[config.mk]
export PLATFORM = sky130hd
export DESIGN_NAME = pipeline_result_buffer_flat
export DESIGN_NICKNAME = d
export VERILOG_FILES = /design/src/rtl/pipeline_pkg.sv /design/src/rtl/pipeline_result_buffer_if.sv /design/src/rtl/pipeline_result_buffer_result_fifo.sv /design/src/rtl/pipeline_result_buffer.sv /design/src/flat_wrapper.sv
export SDC_FILE = /design/constraint.sdc
export NUM_CORES = 1
export LEC_CHECK = 0
export ABC_CLOCK_PERIOD_IN_PS = 5650
export CORE_MARGIN = 2
export CORE_UTILIZATION = 55
export CTS_CLUSTER_DIAMETER = 120
export DETAILED_ROUTE_END_ITERATION = 10
export HOLD_SLACK_MARGIN = 0.15
export PLACE_DENSITY = 0.92
export SLEW_MARGIN = 20
export SYNTH_ARGS = -nofsm -noshare
export SYNTH_HDL_FRONTEND = slang
export SYNTH_SLANG_ARGS = --single-unit
[constraint.sdc]
create_clock -name clk -period 5.65 [get_ports clk]
set_input_delay 1.4125 -clock clk [delete_from_list [all_inputs] [get_ports clk]]
set_output_delay 1.4125 -clock clk [all_outputs]
set_load 0.01 [all_outputs]
[src/rtl/pipeline_pkg.sv]
// Shared constants for the F = ((A+B)+(C-D))*D arithmetic pipeline and its result buffer.
package pipeline_pkg;

    localparam int PIPE_LAT = 3;
    localparam int PIPE_N   = 10;

    // Width of an occupancy counter that must be able to hold the value `depth` itself.
    function automatic int clog2p1(input int depth);
        return $clog2(depth + 1);
    endfunction

endpackage

[src/rtl/pipeline_result_buffer_if.sv]
// Producer-side credit handshake and consumer-side ready/valid bus of the result buffer.
interface pipeline_result_buffer_if
    import pipeline_pkg::*;
#(
    parameter int N     = PIPE_N,
    parameter int DEPTH = 4
);
    localparam int CW = clog2p1(DEPTH);

    logic          in_valid;
    logic          in_ready;
    logic [N-1:0]  f;
    logic          out_valid;
    logic          out_ready;
    logic [N-1:0]  out_data;
    logic [CW-1:0] count;
    logic          overflow;

    modport slave (
        input  in_valid, f, out_ready,
        output in_ready, out_valid, out_data, count, overflow
    );

    modport master (
        output in_valid, f, out_ready,
        input  in_ready, out_valid, out_data, count, overflow
    );

endinterface

[src/rtl/pipeline_result_buffer_result_fifo.sv]
// Small circular FIFO holding pipeline results; a write into a full FIFO is accepted only alongside a pop.
module result_fifo
    import pipeline_pkg::*;
#(
    parameter int N     = PIPE_N,
    parameter int DEPTH = 4
) (
    input  logic                        clk,
    input  logic                        rst,
    input  logic                        wr,
    input  logic [N-1:0]                wdata,
    input  logic                        rd,
    output logic [N-1:0]                rdata,
    output logic [clog2p1(DEPTH)-1:0]   count,
    output logic                        full,
    output logic                        empty
);
    localparam int AW = $clog2(DEPTH);
    localparam int CW = clog2p1(DEPTH);

    logic [N-1:0]  r_mem [DEPTH];
    logic [AW-1:0] r_wrPtr;
    logic [AW-1:0] r_rdPtr;
    logic [CW-1:0] r_count;
    logic          w_wrEn;
    logic          w_rdEn;

    assign full   = (r_count == CW'(DEPTH));
    assign empty  = (r_count == '0);
    assign w_rdEn = rd & ~empty;
    assign w_wrEn = wr & (~full | w_rdEn);
    assign rdata  = r_mem[r_rdPtr];
    assign count  = r_count;

    // Storage is deliberately left out of reset; only pointers and count define what is valid.
    always_ff @(posedge clk) begin
        if (w_wrEn) begin
            r_mem[r_wrPtr] <= wdata;
        end
    end

    always_ff @(posedge clk or posedge rst) begin
        if (rst) begin
            r_wrPtr <= '0;
            r_rdPtr <= '0;
            r_count <= '0;
        end else begin
            if (w_wrEn) begin
                r_wrPtr <= r_wrPtr + 1'b1;
            end
            if (w_rdEn) begin
                r_rdPtr <= r_rdPtr + 1'b1;
            end
            case ({w_wrEn, w_rdEn})
                2'b10:   r_count <= r_count + 1'b1;
                2'b01:   r_count <= r_count - 1'b1;
                default: r_count <= r_count;
            endcase
        end
    end

endmodule

[src/rtl/pipeline_result_buffer.sv]
// Tags valid upstream cycles through a latency-matched delay line, buffers their F results and issues credit.
module pipeline_result_buffer
    import pipeline_pkg::*;
#(
    parameter int N     = PIPE_N,
    parameter int LAT   = PIPE_LAT,
    parameter int DEPTH = 4
) (
    input  logic                      clk,
    input  logic                      rst,
    pipeline_result_buffer_if.slave   bus
);
    localparam int CW = clog2p1(DEPTH);

    logic [LAT-1:0] r_vld;
    logic           r_overflow;
    logic           w_wr;
    logic           w_rd;
    logic           w_full;
    logic           w_empty;
    logic [CW-1:0]  w_count;
    logic [N-1:0]   w_rdata;
    int             w_inFlight;

    assign w_wr = r_vld[LAT-1];
    assign w_rd = ~w_empty & bus.out_ready;

    always_ff @(posedge clk or posedge rst) begin
        if (rst) begin
            r_vld <= '0;
        end else begin
            r_vld[0] <= bus.in_valid;
            for (int i = 1; i < LAT; i++) begin
                r_vld[i] <= r_vld[i-1];
            end
        end
    end

    always_comb begin
        w_inFlight = 0;
        for (int i = 0; i < LAT; i++) begin
            if (r_vld[i]) begin
                w_inFlight = w_inFlight + 1;
            end
        end
    end

    // Credit ignores a same-cycle pop, so it can only under-grant, never over-grant.
    assign bus.in_ready = ((int'(w_count) + w_inFlight) < DEPTH);

    always_ff @(posedge clk or posedge rst) begin
        if (rst) begin
            r_overflow <= 1'b0;
        end else if (w_wr & w_full & ~w_rd) begin
            r_overflow <= 1'b1;
        end
    end

    result_fifo #(
        .N     (N),
        .DEPTH (DEPTH)
    ) u_fifo (
        .clk   (clk),
        .rst   (rst),
        .wr    (w_wr),
        .wdata (bus.f),
        .rd    (w_rd),
        .rdata (w_rdata),
        .count (w_count),
        .full  (w_full),
        .empty (w_empty)
    );

    assign bus.out_valid = ~w_empty;
    assign bus.out_data  = w_rdata;
    assign bus.count     = w_count;
    assign bus.overflow  = r_overflow;

endmodule

[src/flat_wrapper.sv]
// flat-port wrapper written by rule: the top's interface ports become plain ports
module pipeline_result_buffer_flat import pipeline_pkg::*;
#(
    parameter int N     = PIPE_N,
    parameter int LAT   = PIPE_LAT,
    parameter int DEPTH = 4
)
  (clk, rst, bus_in_valid, bus_f, bus_out_ready, bus_in_ready, bus_out_valid, bus_out_data, bus_count, bus_overflow);
  pipeline_result_buffer_if #(.N(N), .DEPTH(DEPTH)) bus_i ();
  input  logic clk;
  input  logic rst;
  input wire logic [$bits(bus_i.in_valid)-1:0] bus_in_valid;
  input wire logic [$bits(bus_i.f)-1:0] bus_f;
  input wire logic [$bits(bus_i.out_ready)-1:0] bus_out_ready;
  output wire logic [$bits(bus_i.in_ready)-1:0] bus_in_ready;
  output wire logic [$bits(bus_i.out_valid)-1:0] bus_out_valid;
  output wire logic [$bits(bus_i.out_data)-1:0] bus_out_data;
  output wire logic [$bits(bus_i.count)-1:0] bus_count;
  output wire logic [$bits(bus_i.overflow)-1:0] bus_overflow;
  assign bus_i.in_valid = bus_in_valid;
  assign bus_i.f = bus_f;
  assign bus_i.out_ready = bus_out_ready;
  assign bus_in_ready = bus_i.in_ready;
  assign bus_out_valid = bus_i.out_valid;
  assign bus_out_data = bus_i.out_data;
  assign bus_count = bus_i.count;
  assign bus_overflow = bus_i.overflow;
  pipeline_result_buffer #(.N(N), .LAT(LAT), .DEPTH(DEPTH)) u_core (.clk(clk), .rst(rst), .bus(bus_i));
endmodule
# == After elaboration in Yosys (flattened, before gate mapping) ==
# Memory sizes are Yosys's and may differ from the RTL's.
# Index checks and enable logic that the tools add are counted.
# totals
ff_bits,11
ram_bits,40
input_bits,14
out_inout_bits,16
wordCells,34
mem_count,1
# memory_table
name,words,word_bits,rd,rd_clocked_by_memory_dff,wr,line_no,rtl
u_core.u_fifo.r_mem,4,10,1,0,1,pipeline_result_buffer_result_fifo.sv:21,logic [N-1:0] r_mem [DEPTH];
# classes
addsub,7
n_lt_le_gt_ge,1
eq_ne,3
muxes,6
bitwise,9
reduce_logical,2
# op_table
cell,count
$mux W32,2
$add A32 B2 Y32 const B,1
$add A4 B32 Y32,1
$lt A32 B4 Y1 const B,1
$pmux W3 S2,1
$and A1 B1 Y1,5
$add A2 B1 Y2 const B,2
$add A3 B1 Y3 const B,1
$eq A3 B3 Y1 const B,1
$logic_not A3 Y1,1
$mux W1,3
$not A1 Y1,3
$sub A3 B1 Y3 const B,1
$add A1 B1 Y2 const B,1
$eq A2 B1 Y1 const B,1
$eq A2 B2 Y1 const B,1
$reduce_bool A2 Y1,1
$or A1 B1 Y1,1

# == Depth between registers and ports, before layout ==
# Gate-level depths: netlist (run 1).
# depth
word_depth,8
mapped_depth,9
depth_no_buf,9

# == Hierarchy ==
# Synthesis (run 1) repeated with hierarchy kept, for this count alone.
# hier_totals
hier_cells,127
hier_area_um2,2179.6
# by_module_without_submodules
module,instances,cells_each,area_per_inst_um2,seq_area_each_um2
result_fifo,1,106,1960.6,1376.3
pipeline_result_buffer,1,21,219.0,100.1

# == Worst setup path after synthesis (run 1) ==
# No wires, ideal clock.
# synth_path
kind,register to output
from,register u_core.r_vld[0]
to,output bus_in_ready
t_arrival_ns,1.645
required_ns,4.238
slack_ns,2.592
path_stages_with_launch,7
n_path_buf,0
cell_sequence,dfrtp_1 inv_1 ha_1 and3_1 ha_1 or3_1 a31oi_1
# synth_via
elab_chain_len,7
# synth_lines
element,line_no,rtl
start: declaration,pipeline_result_buffer.sv:15,logic [LAT-1:0] r_vld;
start signal: assignment,pipeline_result_buffer.sv:32,r_vld[0] <= bus.in_valid;
start signal: indexed assignment,pipeline_result_buffer.sv:34,r_vld[i] <= r_vld[i-1];
$mux W1 *,pipeline_result_buffer.sv:42,if (r_vld[i]) begin
$add A1 B1 Y2,pipeline_result_buffer.sv:43,w_inFlight = w_inFlight + 1;
$mux W32 *,pipeline_result_buffer.sv:42,
$add A32 B2 Y32,pipeline_result_buffer.sv:43,
$mux W32 *,pipeline_result_buffer.sv:42,
$add A4 B32 Y32 *,pipeline_result_buffer.sv:49,assign bus.in_ready = ((int'(w_count) + w_inFlight) < DEPTH);
$lt A32 B4 Y1 *,pipeline_result_buffer.sv:49,
end: declaration,flat_wrapper.sv:15,output wire logic [$bits(bus_i.in_ready)-1:0] bus_in_ready;
# Mark *: on every way between the ends. The rest lies on a longest branch, timed or not.

# == Final worst setup path (run 1) ==
# Ends and elaborated chain as after synthesis.

==> results.ini, run 1 <==
[outcome]
status=completed

[sta]
max_freq_ghz=0.2560
tns_ns=0
fin_hold_ws_ns=0.4125
setup_viol=0
hold_violations=0
tightest_slew_ns=0.7246
relSlewSlack=0.5169
rsz0062_at_grt=false
period_needed_ns=3.907
drv_slew=0
clock_skew_ns=0.004653
period_share=0.6914

[synth]
synth_top_area_cell=edfxtp_1
syn_avg_cell_area_um2=19.27
synth_warnings=0
synth_edf_count=40
yosysUniqueCellTypes=23
ys_seq_elements=51
async_reset_ff_frac=0.2157
synth_most_common_cell=edfxtp_1
ys_seq_area_frac=0.7096
synthFlopType=edfxtp_1
netlist_top_cells_count=edfxtp_1 (40), dfrtp_1 (11), mux4_2 (10)
synth_cells=108
synth_top_area_share=0.5773
ys_top_cells_by_area=edfxtp_1 (58%), dfrtp_1 (13%), mux4_2 (11%)
syn_nets=132
syn_area_um2=2081

[global_route]
grt_pass1_vias=1080
grt_usage=0.1715
grt_pass1_wl_um=5064
antenna_found_initial=0
grt_max_degree=17
grt_overflow=0

[clocking]
clock-sinks=51
clk_pin_slew_ns=0.09
cts_tree=built
cts_buffers=5
ctsLongestPathBuffers=2
post_cts_buffers=0
cts_root_buf=clkbuf_8
htreeDepth=2
cts.repair.resized=0
insertion_delay_ns=0.30
ctsHoldBuffers=0

[drt]
drt-vias-per-instance=5.241
drt_iter0_drc=35
num_vias=1001
routed_wl_um=3148
first_pass_iters=4
drc=0
antenna_left=0
wl_per_cell_um=16.48

[critical_path]
ff2ff_setup_slack_ns=3.47
path_max_fanout=3
critPathKind=reg2out
cpMostUsedCell=ha_1
reg2reg_from=u_core.u_fifo.count[0]
crit_path_start_kind=register
worstPathCellList=inv_1 > ha_1 > and3_1 > ha_1 > or3_1 > a31oi_1 > clkdlybuf4s50_1
r2r-end=u_core.u_fifo.count[2]
critical-path-top-delay-family=buffers and inverters
cpMaxStageDelayCell=clkdlybuf4s50_1
ff2ff_path_depth=9
slowest_delay_ns=0.55
end_kind=primary output
critPathBufInv=2
required_ns=4.24
worstPathArrival_ns=2.49

[hold_path]
worstHoldPathType=reg2reg
hold_start=u_core.r_vld[1]
min_delay_path_depth=0
min_to=u_core.r_vld[2]

[layout]
area_delta_synth_final_pct=20.44
drive_above_1_share=0.1469
final_cells=191
seq_area_um2=1476
layout.nets=166
diodes=0
multiInputGateArea_um2=558.0
nFillCells=237

[power_and_ir_drop]
p_clk_frac=0.168
p_seq_frac=0.481
peakVddDrop_mv=0.3010
power_frac_comb=0.351
powerDensity_nw_per_um2=485.1
p_switching_uw=370.5
internal_power_uw=845.3
switching_share=0.3047
static-leakage-power_uw=0.0009265

[placement]
place_congestion=0.7462
io_buffers=29
place_hpwl_um=2227
post-place-cells=183

[die]
row_count=22
start_util=0.5684
core_um2=3661
dieHeight_um=65.51
dieArea_um2=4291
ioPinCount=30
die_x_um=65.51

[run]
drv_cap=0

[layer usage]
layer / vias up / share of wire / GRT usage
met4: 0 / 0.017 / 0.1016
met5: - / 0 / 0
met1: 505 / 0.40 / 0.1909
li1: 473 / - / -
met3: 6 / 0.030 / 0.03596
met2: 17 / 0.55 / 0.3023
[worst register-to-register path: stages (launching register included)]
cell and delay [ns]:
dfrtp_1 0.48, nor4b_4 0.35, nor2b_2 0.13, inv_1 0.07, ha_1 0.19, inv_1 0.07
fa_1 0.39, xor2_1 0.15, nor2_1 0.11, xor2_1 0.17
[flip-flops by register name, summed over array words and instances, names as in the netlist]
name and cells:
u_core.u_fifo.r_wrPtr 2, u_core.r_vld 3, u_core.u_fifo.count 3, u_core.u_fifo.r_rdPtr 2, u_core.bus.overflow 1, u_core.u_fifo.r_mem 40
[layout make-up]
class / count / area share
inverters: 9 / 0.01348
repair buffers: 29 / 0.1158
well taps: 48 / 0.02396
clock buffers: 5 / 0.02746
clock inverters: 3 / 0.007489
multi-input cells: 46 / 0.2227
flip-flops and latches: 51 / 0.5891
[per-stage QoR]
stage / instance area [um^2] / utilization / total power, uW / worst slack [ns]
6_report: 2506 / 0.6846 / 1216 / 1.743
4_1_cts: 2506 / 0.6846 / 1232 / 1.714
5_1_grt: 2506 / 0.6846 / 1285 / 1.637
3_5_place_dp: 2419 / 0.6606 / 1029 / 2.064
2_1_floorplan: 2081 / - / 824.3 / 2.592
3_3_place_gp: 2419 / 0.6606 / 999.3 / 2.122
[placed cells by master (no fill, tap or decap)]
cell type | synthesis | routed
o31a_1 | 1 | 1
nor4b_4 | 1 | 1
a21oi_1 | 1 | 1
xnor2_1 | 3 | 3
nor2_1 | 2 | 2
and2_1 | 4 | 4
fa_1 | 1 | 1
clkinv_2 | 0 | 2
nor2b_2 | 1 | 1
clkdlybuf4s50_1 | 0 | 29
and3_1 | 1 | 1
clkbuf_8 | 0 | 5
dfrtp_1 | 11 | 11
mux4_2 | 10 | 10
mux2_4 | 1 | 1
inv_1 | 9 | 9
a21o_1 | 1 | 1
a31oi_1 | 1 | 1
nand2_1 | 2 | 2
edfxtp_1 | 40 | 40
xor2_1 | 4 | 4
ha_1 | 9 | 9
inv_6 | 0 | 1
or3_1 | 2 | 2
o21ai_0 | 1 | 1
[power groups by stage]
stage	Combinational, uW	Sequential (uW)	Clock (uW)
6_report	427	584	204
5_1_grt	466	597	222
4_1_cts	435	587	209
3_5_place_dp	433	596	0
3_3_place_gp	413	586	0
2_1_floorplan	271	553	0
[logic make-up (layout without fill, tap and decap cells)]
group	count (synthesis)	after routing	share of synthesized area
compound gates	5	5	0.01563
xor+xnor	7	7	0.02947
fa+ha+maj	10	10	0.06374
buf+inv	11	46	0.02225
flops	51	51	0.7096
mux	11	11	0.1155
simple gates	13	13	0.04390
[worst max-delay path by stage]
| stage | startpoint | endpoint | slack [ns] | cells past startpoint |
|---|---|---|---|---|
| 6_report | u_core.r_vld[0] | bus_in_ready | 1.74 | 7 |
| 5_1_grt | u_core.r_vld[0] | bus_in_ready | 1.64 | 7 |
| 4_1_cts | u_core.r_vld[0] | bus_in_ready | 1.71 | 7 |
| 3_5_place_dp | u_core.r_vld[0] | bus_in_ready | 2.06 | 7 |
| 3_3_place_gp | u_core.r_vld[0] | bus_in_ready | 2.12 | 7 |
| 2_1_floorplan | u_core.r_vld[0] | bus_in_ready | 2.59 | 6 |
Note: power is estimated with default switching activity, not from simulation.
==> inputs of run 2 (changes only) <==
ABC_CLOCK_PERIOD_IN_PS = 3900   (was 5650)
CORE_UTILIZATION = 53   (was 55)
PLACE_DENSITY = 0.89   (was 0.92)
clock period = 3.9 ns   (was 5.65 ns; I/O delays follow)
==> run 2 against run 1 <==
  * Critical path depth unchanged
  * Largest cell class unchanged
  * Critical endpoint unchanged
  * Highest routed layer unchanged
  * Sequential share of layout area decreased by 0.47 points
  * Via count increased by 2.5%
==> results.ini, run 2 (synthesis gave the netlist of run 1 again) <==
[power_and_ir_drop]
switching_share=0.2954  ; was 0.3047
p_switching_uw=539.9  ; was 370.5 uW
total_power_uw=1828  ; was 1216 uW
power_frac_comb=0.345  ; was 0.351
static-leakage-power_uw=0.0009337  ; was 0.0009265 uW
internal_power_uw=1288  ; was 845.3 uW
p_clk_frac=0.190  ; was 0.168
p_seq_frac=0.465  ; was 0.481
peakVddDrop_mv=0.4136  ; was 0.3010 mV
powerDensity_nw_per_um2=723.5  ; was 485.1 nW/um^2

[critical_path]
ff2ff_path_depth=9  ; unchanged
reg2reg_from=u_core.u_fifo.count[0]  ; unchanged
worstSetupStartpoint=u_core.r_vld[0]  ; unchanged
endpoint=bus_in_ready  ; unchanged
worstPathArrival_ns=2.52  ; was 2.49 ns
crit_path_start_kind=register  ; unchanged
ff2ff_setup_slack_ns=1.71  ; was 3.47 ns
required_ns=2.92  ; was 4.24 ns
critPathKind=reg2out  ; unchanged
end_kind=primary output  ; unchanged
path_max_fanout=3  ; unchanged
r2r-end=u_core.u_fifo.count[2]  ; unchanged

[sta]
period_needed_ns=3.500
tns_ns=0  ; unchanged
hold_violations=0  ; unchanged
period_share=0.8974
max_freq_ghz=0.2857
relSlewSlack=0.5311  ; was 0.5169
setup_viol=0  ; unchanged
drv_slew=0  ; unchanged
fin_hold_ws_ns=0.4316  ; was 0.4125 ns
clock_skew_ns=0.005115  ; was 0.004653 ns
tightest_slew_ns=0.7034  ; was 0.7246 ns
rsz0062_at_grt=false  ; unchanged

[run]
drv_cap=0  ; unchanged

[die]
dieArea_um2=4443  ; was 4291 um^2
ioPinCount=30  ; unchanged
core_um2=3716  ; was 3661 um^2
row_count=22  ; unchanged
dieHeight_um=66.66  ; was 65.51 um
start_util=0.5599  ; was 0.5684
die_x_um=66.66  ; was 65.51 um

[layout]
multiInputGateArea_um2=558.0  ; unchanged
drive_above_1_share=0.1399  ; was 0.1469
largest_reg_flops=40  ; unchanged
area_delta_synth_final_pct=21.41  ; was 20.44%
nFillCells=246  ; was 237
layout_common_cells=edfxtp_1 (40), clkdlybuf4s50_1 (29), dfrtp_1 (11)  ; unchanged
diodes=0  ; unchanged
postLayoutCoreUtil=0.6798  ; was 0.6846
seq_area_um2=1476  ; unchanged
layout.nets=166  ; unchanged
final_common_cell=edfxtp_1  ; unchanged
top_register=u_core.u_fifo.r_mem  ; unchanged

[clocking]
ctsLongestPathBuffers=2  ; unchanged
clk_pin_slew_ns=0.08  ; was 0.09 ns
htreeDepth=2  ; unchanged
cts_buffers=5  ; unchanged
cts.repair.resized=0  ; unchanged
insertion_delay_ns=0.30  ; about the same
clock-sinks=51  ; unchanged
post_cts_buffers=0  ; unchanged
ctsHoldBuffers=0  ; unchanged
cts_root_buf=clkbuf_8  ; unchanged
cts_tree=built  ; unchanged

[placement]
io_buffers=29  ; unchanged
place_hpwl_um=2474  ; was 2227 um
place_congestion=0.7522  ; was 0.7462

[outcome]
status=completed  ; unchanged

[hold_path]
worstHoldPathType=reg2reg  ; unchanged

[drt]
drt-vias-per-instance=5.372  ; was 5.241
drc=0  ; unchanged
first_pass_iters=4  ; unchanged
antenna_left=0  ; unchanged
drt_iter0_drc=46  ; was 35
routed_wl_um=3458  ; was 3148 um
num_vias=1026  ; was 1001
wl_per_cell_um=18.10  ; was 16.48 um

[global_route]
grt_max_degree=16  ; was 17
grt_overflow=0  ; unchanged
antenna_found_initial=0  ; unchanged
grt_pass1_wl_um=5478  ; was 5064 um
grt_pass1_vias=1135  ; was 1080
grt_usage=0.1820  ; was 0.1715

[run 2: changes by cell type in the layout (fill, tap and decap cells not counted), sizes merged]
cell,change
bufinv,+1
inv,-1
[run 2: worst min path at each step]
stage	start	endpoint	slack (ns)	cells after the start
finish	u_core.r_vld[1]	u_core.r_vld[2]	0.43	0
global route	u_core.r_vld[1]	u_core.r_vld[2]	0.46	0
CTS	u_core.r_vld[1]	u_core.r_vld[2]	0.43	0
detailed placement	u_core.r_vld[0]	u_core.r_vld[1]	0.42	0
global placement	u_core.r_vld[0]	u_core.r_vld[1]	0.39	0
floorplan	u_core.r_vld[1]	u_core.r_vld[2]	0.38	0
[run 2: final cells by class]
cell class                 count  area share
timing repair buffer          29      0.1149
multi-input combinational     46      0.2209
clock inverter                 3     0.01535
clock buffer                   5     0.02724
tap                           48     0.02377
inverter                       9     0.01337
sequential                    51      0.5844
[run 2: stage by stage]
stage	cell area, um^2	setup WS (ns)	cells
finish	2526	0.4001	191
global route	2526	0.2433	191
CTS	2526	0.3936	191
detailed placement	2419	0.7482	183
global placement	2419	0.8054	183
floorplan	2081	1.280	108
[run 2: per-layer routing]
layer  share of wire  GRT usage  vias to the layer above  wire length [um]
li1                -          -                      471                 -
met1            0.37     0.1993                      522              1274
met2            0.57     0.3288                       25              1971
met3           0.040    0.06081                        8               140
met4           0.021    0.06122                        0                72
met5               0          0                        -                 0
[run 2: power groups by stage]
stage / Sequential (uW) / Combinational, uW / Clock [uW]
floorplan: 802 / 392 / 0
global placement: 852 / 605 / 0
detailed placement: 866 / 637 / 0
CTS: 854 / 641 / 353
global route: 872 / 683 / 381
finish: 850 / 630 / 348
[run 2: worst max-delay path, stage by stage, from the launching register on]
cell             delay (ns)
dfrtp_1                0.39
inv_1                  0.06
ha_1                   0.31
and3_1                 0.19
ha_1                   0.27
or3_1                  0.30
a31oi_1                0.15
clkdlybuf4s50_1        0.56
==> inputs of run 3 (changes only) <==
CORE_MARGIN = 10   (was 2)
==> run 3 against run 2 <==
  * Critical path type unchanged
  * Final cell count stayed put
  * Largest cell class unchanged
  * Via count is 0.19% lower
  * Clock skew hardly changed
==> results.ini, run 3 (synthesis gave the netlist of run 1 again) <==
[hold_path]
min_delay_path_depth=0  ; unchanged
hold_start=u_core.r_vld[1]  ; unchanged
worstHoldPathType=reg2reg  ; unchanged

[layout]
area_delta_synth_final_pct=21.65  ; was 21.41%
largest_reg_flops=40  ; unchanged
multiInputGateArea_um2=558.0  ; unchanged
diodes=0  ; unchanged
seq_area_um2=1476  ; unchanged
postLayoutCoreUtil=0.6811  ; was 0.6798
layout.nets=166  ; unchanged
drive_above_1_share=0.1469  ; was 0.1399
layout_common_cells=edfxtp_1 (40), clkdlybuf4s50_1 (29), dfrtp_1 (11)  ; unchanged
nFillCells=238  ; was 246
final_common_cell=edfxtp_1  ; unchanged
top_register=u_core.u_fifo.r_mem  ; unchanged

[run]
drv_cap=0  ; unchanged

[sta]
period_needed_ns=3.547  ; was 3.500 ns
setup_viol=0  ; unchanged
relSlewSlack=0.5423  ; was 0.5311
max_freq_ghz=0.2819  ; was 0.2857 GHz
period_share=0.9094  ; was 0.8974
tightest_slew_ns=0.6865  ; was 0.7034 ns
tns_ns=0  ; unchanged
drv_slew=0  ; unchanged
hold_violations=0  ; unchanged
rsz0062_at_grt=false  ; unchanged
clock_skew_ns=0.005048  ; was 0.005115 ns
fin_hold_ws_ns=0.4139  ; was 0.4316 ns

[drt]
first_pass_iters=4  ; unchanged
drt-vias-per-instance=5.361  ; was 5.372
wl_per_cell_um=19.77  ; was 18.10 um
drt_iter0_drc=74  ; was 46
antenna_left=0  ; unchanged
routed_wl_um=3776  ; was 3458 um
route.met2.wl_um=2129  ; was 1971 um
drt-met1-wl_um=1326  ; was 1274 um
wl_met3_um=171  ; was 140 um
routed.top_layer=met4  ; unchanged
num_vias=1024  ; was 1026
drc=0  ; unchanged

[die]
ioPinCount=30  ; unchanged
dieArea_um2=6832  ; was 4443 um^2
die_x_um=82.66  ; was 66.66 um
start_util=0.5599  ; unchanged
core_um2=3716  ; unchanged
dieHeight_um=82.66  ; was 66.66 um
row_count=22  ; unchanged

[global_route]
grt_pass1_vias=1138  ; was 1135
grt_usage=0.1290  ; was 0.1820
grt_overflow=0  ; unchanged
grt_pass1_wl_um=6120  ; was 5478 um
grt_max_degree=17  ; was 16
antenna_found_initial=0  ; unchanged

[placement]
place_hpwl_um=2738  ; was 2474 um
io_buffers=29  ; unchanged
place_congestion=0.7269  ; was 0.7522

[clocking]
clk_pin_slew_ns=0.08  ; about the same
ctsLongestPathBuffers=2  ; unchanged
cts.repair.resized=0  ; unchanged
cts_tree=built  ; unchanged
ctsHoldBuffers=0  ; unchanged
htreeDepth=2  ; unchanged
cts_root_buf=clkbuf_8  ; unchanged
cts_buffers=5  ; unchanged
insertion_delay_ns=0.31  ; was 0.30 ns
post_cts_buffers=0  ; unchanged
clock-sinks=51  ; unchanged

[critical_path]
crit_path_start_kind=register  ; unchanged
critPathKind=reg2out  ; unchanged
reg2reg_from=u_core.u_fifo.count[0]  ; unchanged
end_kind=primary output  ; unchanged
worstPathArrival_ns=2.57  ; was 2.52 ns
path_max_fanout=3  ; unchanged
worstSetupStartpoint=u_core.r_vld[0]  ; unchanged
required_ns=2.92  ; about the same
ff2ff_path_depth=9  ; unchanged

[power_and_ir_drop]
powerDensity_nw_per_um2=732.0  ; was 723.5 nW/um^2
static-leakage-power_uw=0.0009363  ; was 0.0009337 uW
peakVddDrop_mv=0.3439  ; was 0.4136 mV

[outcome]
status=completed  ; unchanged

run 3: per-stage QoR:
step	worst slack, ns	total power [uW]	instances	area [um^2]
final	0.3532	1853	191	2531
after global routing	0.2055	1963	191	2531
after CTS	0.3308	1881	191	2531
after detailed placement	0.6828	1516	183	2419
after global placement	0.7924	1470	183	2419
after floorplan	1.280	1194	108	2081
run 3: cell type report:
class	count	share of cell area
repair buffers	29	0.1147
multi-input cells	46	0.2205
well taps	48	0.02373
inverters	9	0.01335
clock inverters	3	0.01730
flip-flops and latches	51	0.5833
clock buffers	5	0.02719
run 3: metal layers:
layer | global-route usage | vias to the layer above
met4 | 0.08528 | 0
met3 | 0.04968 | 10
met1 | 0.1286 | 523
met2 | 0.2191 | 22
met5 | 0 | -
li1 | - | 469
run 3: worst paths after layout:
check	slack [ns]	end
hold / removal	0.41	u_core.r_vld[2]
hold reg to reg	0.41	u_core.r_vld[2]
max in group asynchronous	2.66	u_core.u_fifo.count[0]
setup reg to reg	1.78	u_core.u_fifo.count[2]
setup / recovery	0.35	bus_in_ready
min in group asynchronous	0.95	u_core.u_fifo.r_rdPtr[0]
run 3: report_power, final:
part | switching (uW) | internal, uW
clock network | 169 | 191
logic | 266 | 379
registers | 125 | 723
run 3: critical path, cell delays in order (launching register included):
cell	delay (ns)
dfrtp_1	0.39
inv_1	0.06
ha_1	0.31
and3_1	0.20
ha_1	0.27
or3_1	0.31
a31oi_1	0.16
clkdlybuf4s50_1	0.57
